**src/rtl/serial_subtractor.sv**
```systemverilog
`default_nettype none

// ============================================================================
// Module      : full_adder_cell
// Description : One-bit full adder. This is the single arithmetic cell that
//               the serial subtractor reuses on every bit.
// Revision    : 1.0 - initial release
// ============================================================================
module full_adder_cell (
    input  logic i_x,
    input  logic i_y,
    input  logic i_cin,
    output logic o_sum,
    output logic o_carry
);

    // Sum and majority carry of the three input bits
    assign o_sum   = i_x ^ i_y ^ i_cin;
    assign o_carry = (i_x & i_y) | (i_x & i_cin) | (i_y & i_cin);

endmodule

// ============================================================================
// Module      : serial_subtractor
// Description : Bit-serial two's-complement subtractor. Computes a - b one
//               bit per clock, LSB first, as a + ~b + 1 through a single
//               full-adder cell. A start/busy/done handshake connects it to
//               the controlling FSM. diff, borrow_out and overflow are
//               registered and held until the next completed operation.
// Revision    : 1.0 - initial release
// ============================================================================
module serial_subtractor #(
    parameter int WIDTH = 8
) (
    input  logic             clk,
    input  logic             rst_n,
    input  logic             start,
    input  logic [WIDTH-1:0] a,
    input  logic [WIDTH-1:0] b,
    output logic             busy,
    output logic             done,
    output logic [WIDTH-1:0] diff,
    output logic             borrow_out,
    output logic             overflow
);

    // Bit counter width; it only has to reach WIDTH-1
    localparam int unsigned          c_CNT_W = $clog2(WIDTH);
    localparam logic [c_CNT_W-1:0]   c_LAST  = c_CNT_W'(WIDTH - 1);

    typedef enum logic [1:0] {
        S_IDLE = 2'd0,
        S_RUN  = 2'd1,
        S_DONE = 2'd2
    } state_t;

    state_t             r_state;
    logic [WIDTH-1:0]   r_sa;      // minuend, shifted right each bit
    logic [WIDTH-1:0]   r_sb;      // inverted subtrahend, shifted right each bit
    logic [WIDTH-1:0]   r_res;     // result bits enter at the MSB
    logic               r_carry;   // carry into the bit being processed
    logic [c_CNT_W-1:0] r_count;   // index of the bit being processed

    logic               w_sum;
    logic               w_carry_out;
    logic [WIDTH-1:0]   w_res_next;

    // Single shared adder cell: the +1 of the two's complement comes from
    // seeding the carry with 1 at capture time
    full_adder_cell u_fa (
        .i_x     (r_sa[0]),
        .i_y     (r_sb[0]),
        .i_cin   (r_carry),
        .o_sum   (w_sum),
        .o_carry (w_carry_out)
    );

    // Result register as it will look after this bit has been shifted in
    assign w_res_next = {w_sum, r_res[WIDTH-1:1]};

    // Control FSM, datapath shift registers and registered outputs
    always_ff @(posedge clk) begin
        if (!rst_n) begin
            r_state    <= S_IDLE;
            r_sa       <= '0;
            r_sb       <= '0;
            r_res      <= '0;
            r_carry    <= 1'b0;
            r_count    <= '0;
            busy       <= 1'b0;
            done       <= 1'b0;
            diff       <= '0;
            borrow_out <= 1'b0;
            overflow   <= 1'b0;
        end else begin
            case (r_state)
                S_IDLE: begin
                    busy <= 1'b0;
                    done <= 1'b0;
                    if (start) begin
                        r_sa    <= a;
                        r_sb    <= ~b;
                        r_carry <= 1'b1;
                        r_count <= '0;
                        busy    <= 1'b1;
                        r_state <= S_RUN;
                    end
                end

                S_RUN: begin
                    r_sa    <= {1'b0, r_sa[WIDTH-1:1]};
                    r_sb    <= {1'b0, r_sb[WIDTH-1:1]};
                    r_res   <= w_res_next;
                    r_carry <= w_carry_out;
                    if (r_count == c_LAST) begin
                        // r_carry still holds the carry into the MSB here,
                        // so overflow is carry-in XOR carry-out of the MSB
                        r_count    <= '0;
                        diff       <= w_res_next;
                        borrow_out <= ~w_carry_out;
                        overflow   <= r_carry ^ w_carry_out;
                        done       <= 1'b1;
                        r_state    <= S_DONE;
                    end else begin
                        r_count <= r_count + 1'b1;
                    end
                end

                S_DONE: begin
                    // start is deliberately not sampled here
                    done    <= 1'b0;
                    busy    <= 1'b0;
                    r_state <= S_IDLE;
                end

                default: begin
                    busy    <= 1'b0;
                    done    <= 1'b0;
                    r_state <= S_IDLE;
                end
            endcase
        end
    end

`ifndef SYNTHESIS
    // The bit counter stays within the operand width
    a_count_range : assert property (@(posedge clk) disable iff (!rst_n)
        r_count <= c_LAST);

    // A done pulse is always accompanied by busy
    a_done_busy : assert property (@(posedge clk) disable iff (!rst_n)
        done |-> busy);
`endif

endmodule

`default_nettype wire

```
**config.mk**
```make
export PLATFORM = sky130hd
export DESIGN_NAME = serial_subtractor
export DESIGN_NICKNAME = d
export VERILOG_FILES = /design/src/rtl/serial_subtractor.sv
export SDC_FILE = /design/constraint.sdc
export NUM_CORES = 1
export LEC_CHECK = 0
export CORE_MARGIN = 1
export CORE_UTILIZATION = 40
export CTS_BUF_LIST = sky130_fd_sc_hd__clkbuf_4
export CTS_CLUSTER_SIZE = 14
export DETAILED_ROUTE_END_ITERATION = 16
export GPL_ROUTABILITY_DRIVEN = 0
export PLACE_DENSITY_LB_ADDON = 0.3
export SKIP_CTS_REPAIR_TIMING = 1
export SLEW_MARGIN = 0
export SYNTH_ARGS = -nofsm -noshare
export SYNTH_HDL_FRONTEND = slang
export SYNTH_SLANG_ARGS = --single-unit
```
**constraint.sdc**
```tcl
create_clock -name clk -period 1.5 [get_ports clk]
set_clock_uncertainty 0.2 [all_clocks]
set_input_delay 0.3 -clock clk [delete_from_list [all_inputs] [get_ports clk]]
set_output_delay 0.3 -clock clk [all_outputs]
set_load 0.01 [all_outputs]
```
* Yosys cells after proc, flatten, opt, wreduce, memory -nomap -nowiden *
Index checks and enable logic that the tools add are counted.
Widths: inputs -> output; s select.

operators by class
  eq/ne operators = 4
  reduce and logical (&&, ||, !) cells = 6
  bitwise operators = 10
  add/subtract/negate cells = 1
  mux-type cells = 14

operators by type and width
  kind                 number
  $pmux 8 s2           2
  $mux 8               2
  $not 8->8            1
  $reduce_and 2->1     4
  $mux 3               2
  $pmux 3 s2           1
  $mux 2               2
  $ne 2x2->1 const B   2
  $pmux 1 s2           2
  $pmux 2 s2           1
  $add 3x1->3 const B  1
  $and 1x1->1          3
  $eq 3x3->1 const B   1
  $xor 1x1->1          3
  $eq 2x1->1 const B   1
  $logic_not 2->1      1
  $mux 1               2
  $or 1x1->1           2
  $reduce_bool 2->1    1
  $not 1->1            1

word-level totals
  bits in registers = 42
  output and inout bits = 12

* Depth between registers and ports, before layout *
  depth in word-level cells = 4
  depth in mapped cells = 6
  depth with buffers taken out = 5

* Cells and area by module *
A second synthesis with hierarchy kept.

unflattened totals
  cell total of the unflattened synthesis = 192
  area, all modules = 1706.6 um^2

modules (own cells, without submodules)
  module             sequential area each (um^2)  area each (um^2)  times used  cells an instance
  serial_subtractor  820.8                        1686.6            1           191
  full_adder_cell    0.0                          20.0              1           1

* Worst setup path before layout *
Ideal clock, no wire load.

  kind = flip-flop to flip-flop
  start point = reg r_count[0]
  end point = reg diff[7]
  setup time = 0.116 ns
  path slack = -0.047 ns
  required time = 1.184 ns
  arrival = 1.231 ns
  stages on the path, launching flop included = 6
  path through = dfxtp_1 -> ha_1 -> ha_1 -> and3b_1 -> buf_2 -> o211a_1

between the ends
  word-level cells in the longest chain between the ends = 2

RTL lines
  what                        RTL line  text
  from (decl)                 62        logic [c_CNT_W-1:0] r_count;
  from (signal assigned)      125       r_count <= r_count + 1'b1;
  $eq 3x3->1                  115       if (r_count == c_LAST) begin
  $reduce_and 2->1 (no line)  -
  to (signal assigned)        119       diff <= w_res_next;
  to (decl)                   42        output logic [WIDTH-1:0] diff,

No other way between the ends.
A chain may end at the register's enable or synchronous reset.

* Final worst setup path *
  start point = reg r_count[0]
  end point = reg r_count[0]

between the ends
  word-level cells in the longest chain between the ends = 3
  elaborated cells on any way between the ends = 4
  classes of those cells = 1 x add/sub; 1 x eq/ne; 2 x mux

RTL lines
  what                                       RTL line  text
  $add 3x1->3 or $eq 3x3->1 (tied branches)  125, 115
  $mux 3 (*)                                 115
  $pmux 3 s2 (*)                             96        case (r_state)

Every way passes the cells marked *; elsewhere a longest branch is shown, timed or not.

==> metrics.yaml <==
run_status:
  status: "finished, final reports clean"
worst_hold_path:
  hold_class: "reg -> reg"
die:
  io_pins: 31
  rows: 23
  coreArea_mm2: 0.00406
  die_h_um: 67.6
  die_area_mm2: 0.00457
  die_w_um: 67.6
  initial_utilization_pct: 42.4
placement:
  dp_cells: 286
  dp_hpwl_um: 2480
  post-place-ws_ps: -221
  port_buffers: 30
clock_tree:
  cts_tree: "built"
  clk_latency_ps: 340
  cts_num_sinks: 41
  cts.path.max_buffers: 2
  cts-root-buf: "clkbuf_4"
  cts_made_buffers: 5
  htree_levels: 2
  clk_pin_slew_ps: 120
grt:
  track_usage_pct: 17.6
  grt_max_degree: 17
  grt_pass1_vias: 1290
  grt_pass1_wl_um: 5930
  grt_overflow_total: 0
  antenna_found_initial: 0
yosys:
  syn_nets: 224
  muxShareOfSynthArea_pct: 0.654
  synth_xor_xnor_area_share_pct: 0.509
  synth_async_sr_flop_share_pct: 0
  yosysUniqueCellTypes: 29
  yosys-top-cells-area: "dfxtp_1, nand2_1, a21boi_0"
  ys.flop_type: "dfxtp_1"
  yosysTopAreaCell: "dfxtp_1"
  synth_compound_area_share_pct: 20.6
  synth_top_area_share_pct: 47.7
  syn_area_mm2: 0.00172
  synth_seq_cells: 41
  synth_simple_gate_area_share_pct: 22.0
  synth_fa_ha_area_share_pct: 3.34
  synth-warning-count: 0
  ys_seq_area_share_pct: 47.7
  netlist_instances: 201
  synth_top_family_by_area: "simple AND/OR/NAND/NOR gates"
  synth-edff-count: 0
  avgSynthCellArea_um2: 8.57
drt:
  routed_wl_um: 3690
  viasPerCell: 5.05
  ant_nets: 0
  avgRoutedWirePerCell_um: 12.5
  vias: 1494
  drc_errors: 0
  first_iter_violations: 77
  drt_pass1_iterations: 4
power:
  powerDensity_mw_per_mm2: 859
  power_leakage_nw: 1.16
  swShare_pct: 24.1
  vdd_drop_max_v: 0.000532
  power.switching_mw: 0.485
  comb_power_share_pct: 13.8
  clkPwrFrac_pct: 28.1
  pwr-share-seq_pct: 58.0
  intPower_mw: 1.53
finish:
  syn_to_final_growth_pct: 36.0
  antennaDiodeCount: 0
  final_cells: 296
  drive_gt1_share_pct: 18.3
  fin_nets: 268
setup_path:
  setup.worst_path.start_class: "flip-flop"
  critical_path_class: "reg -> reg"
  crit_required_ps: 1580
  arrival_ps: 1520
  critical_path.max_fanout: 2
  endpoint_kind: "flip-flop"
sta:
  worst_pin_slew_ps: 236
  fmax_ghz: 0.691
  timing.final.ws_setup_ps: 53.1
  setup_violations: 0
  fin_crit_sh_pct: 96.5
  fin_crit_ps: 1450
  relSlewSlack_pct: 84.2
  grt_setup_unrepaired: "false"
  hold_violations: 0
  slew_viol_final: 0
flow_run:
  maxCapViolCount: 0
[sequential cells by signal, summed over array words and instances (netlist names), 2 cells and up]
name	flops
r_res	7
diff	8
r_sa	8
r_state	2
r_sb	8
r_count	3
[power groups by stage]
stage                     registers (mW)  clock network [mW]  logic (mW)
after floorplan                     1.18                   0       0.148
after global placement              1.19                   0       0.263
after detailed placement            1.19                   0       0.267
after CTS                           1.16               0.591       0.268
after global routing                1.17               0.638       0.310
final                               1.17               0.566       0.278
[cell type report]
class / count / area, µm²
Fill cell: 374 / 1720
Multi-Input combinational cell: 144 / 898
Sequential cell: 41 / 833
Timing Repair Buffer: 49 / 473
Tap cell: 50 / 62.6
Clock buffer: 8 / 60.1
Inverter: 4 / 15.0
[routing by layer]
metal / track usage [%] / up-vias / wire, µm
li1: - / 778 / -
met1: 22.6 / 679 / 1760
met2: 27.0 / 33 / 1720
met3: 5.57 / 4 / 165
met4: 7.18 / 0 / 43
met5: 0 / - / 0
[worst max-delay path, stage by stage (launching register included)]
cell	delay, ps
dfxtp_2	360
ha_4	170
ha_2	170
or3_4	360
a21boi_2	130
[cells by family after synthesis]
| logic type | after synthesis |
|---|---|
| DFF | 41 |
| muxes | 1 |
| AOI/OAI and AO/OA | 55 |
| xor gates and xnor gates | 1 |
| adders and majority gates | 4 |
| buffers and inverters | 18 |
| and+or+nand+nor | 81 |
[layout by cell type (no fill, tap or decap), types with 3 or more instances in the layout]
master,netlist,final
o211a_1,3,3
nor3b_1,6,6
clkdlybuf4s50_1,0,18
a21boi_0,9,5
nand2_1,51,51
dfxtp_1,41,35
nand3_1,12,12
a21boi_1,9,12
dfxtp_2,0,4
clkbuf_4,0,8
a21oi_1,8,8
dlymetal6s2s_1,0,12
nand2b_1,6,6
o21ai_0,12,12
buf_4,1,19
inv_1,4,4
o21ai_1,4,4
a31oi_1,7,7
[synthesized netlist by cell type, drive strengths merged (2+ instances only)]
cell and n:
clkbuf 4, nor3b 6, ha 3, o211a 3, nand2b 6, dfxtp 41
a21oi 8, nand2 51, inv 4, o21ai 16, nor2b 2, nand3 12
a31oi 7, a21boi 18, buf 10
[path summary, 6_finish.rpt]
path                                              start                 endpoint  slack, ps  depth (start not counted)
worst max-delay path            r_count[0]$_SDFFE_PN0P_  r_count[0]$_SDFFE_PN0P_         50                          4
worst min-delay path               diff[1]$_SDFFE_PN0P_     diff[1]$_SDFFE_PN0P_        250                          2
worst max register to register  r_count[0]$_SDFFE_PN0P_  r_count[0]$_SDFFE_PN0P_         50                          4
worst min register to register     diff[1]$_SDFFE_PN0P_     diff[1]$_SDFFE_PN0P_        250                          2
[stage by stage]
step / hold slack, ps / util, % / TNS, ps / power (mW) / area, µm²
floorplan: 235 / - / 0 / 1.33 / 1730
global placement: 244 / 53.2 / -3900 / 1.45 / 2160
detailed placement: 249 / 53.2 / -4750 / 1.45 / 2160
CTS: 265 / 54.7 / -4010 / 2.02 / 2220
global route: 276 / 57.7 / 0 / 2.12 / 2340
finish: 255 / 57.7 / 0 / 2.01 / 2340
Power figures use the tool's default switching activity.
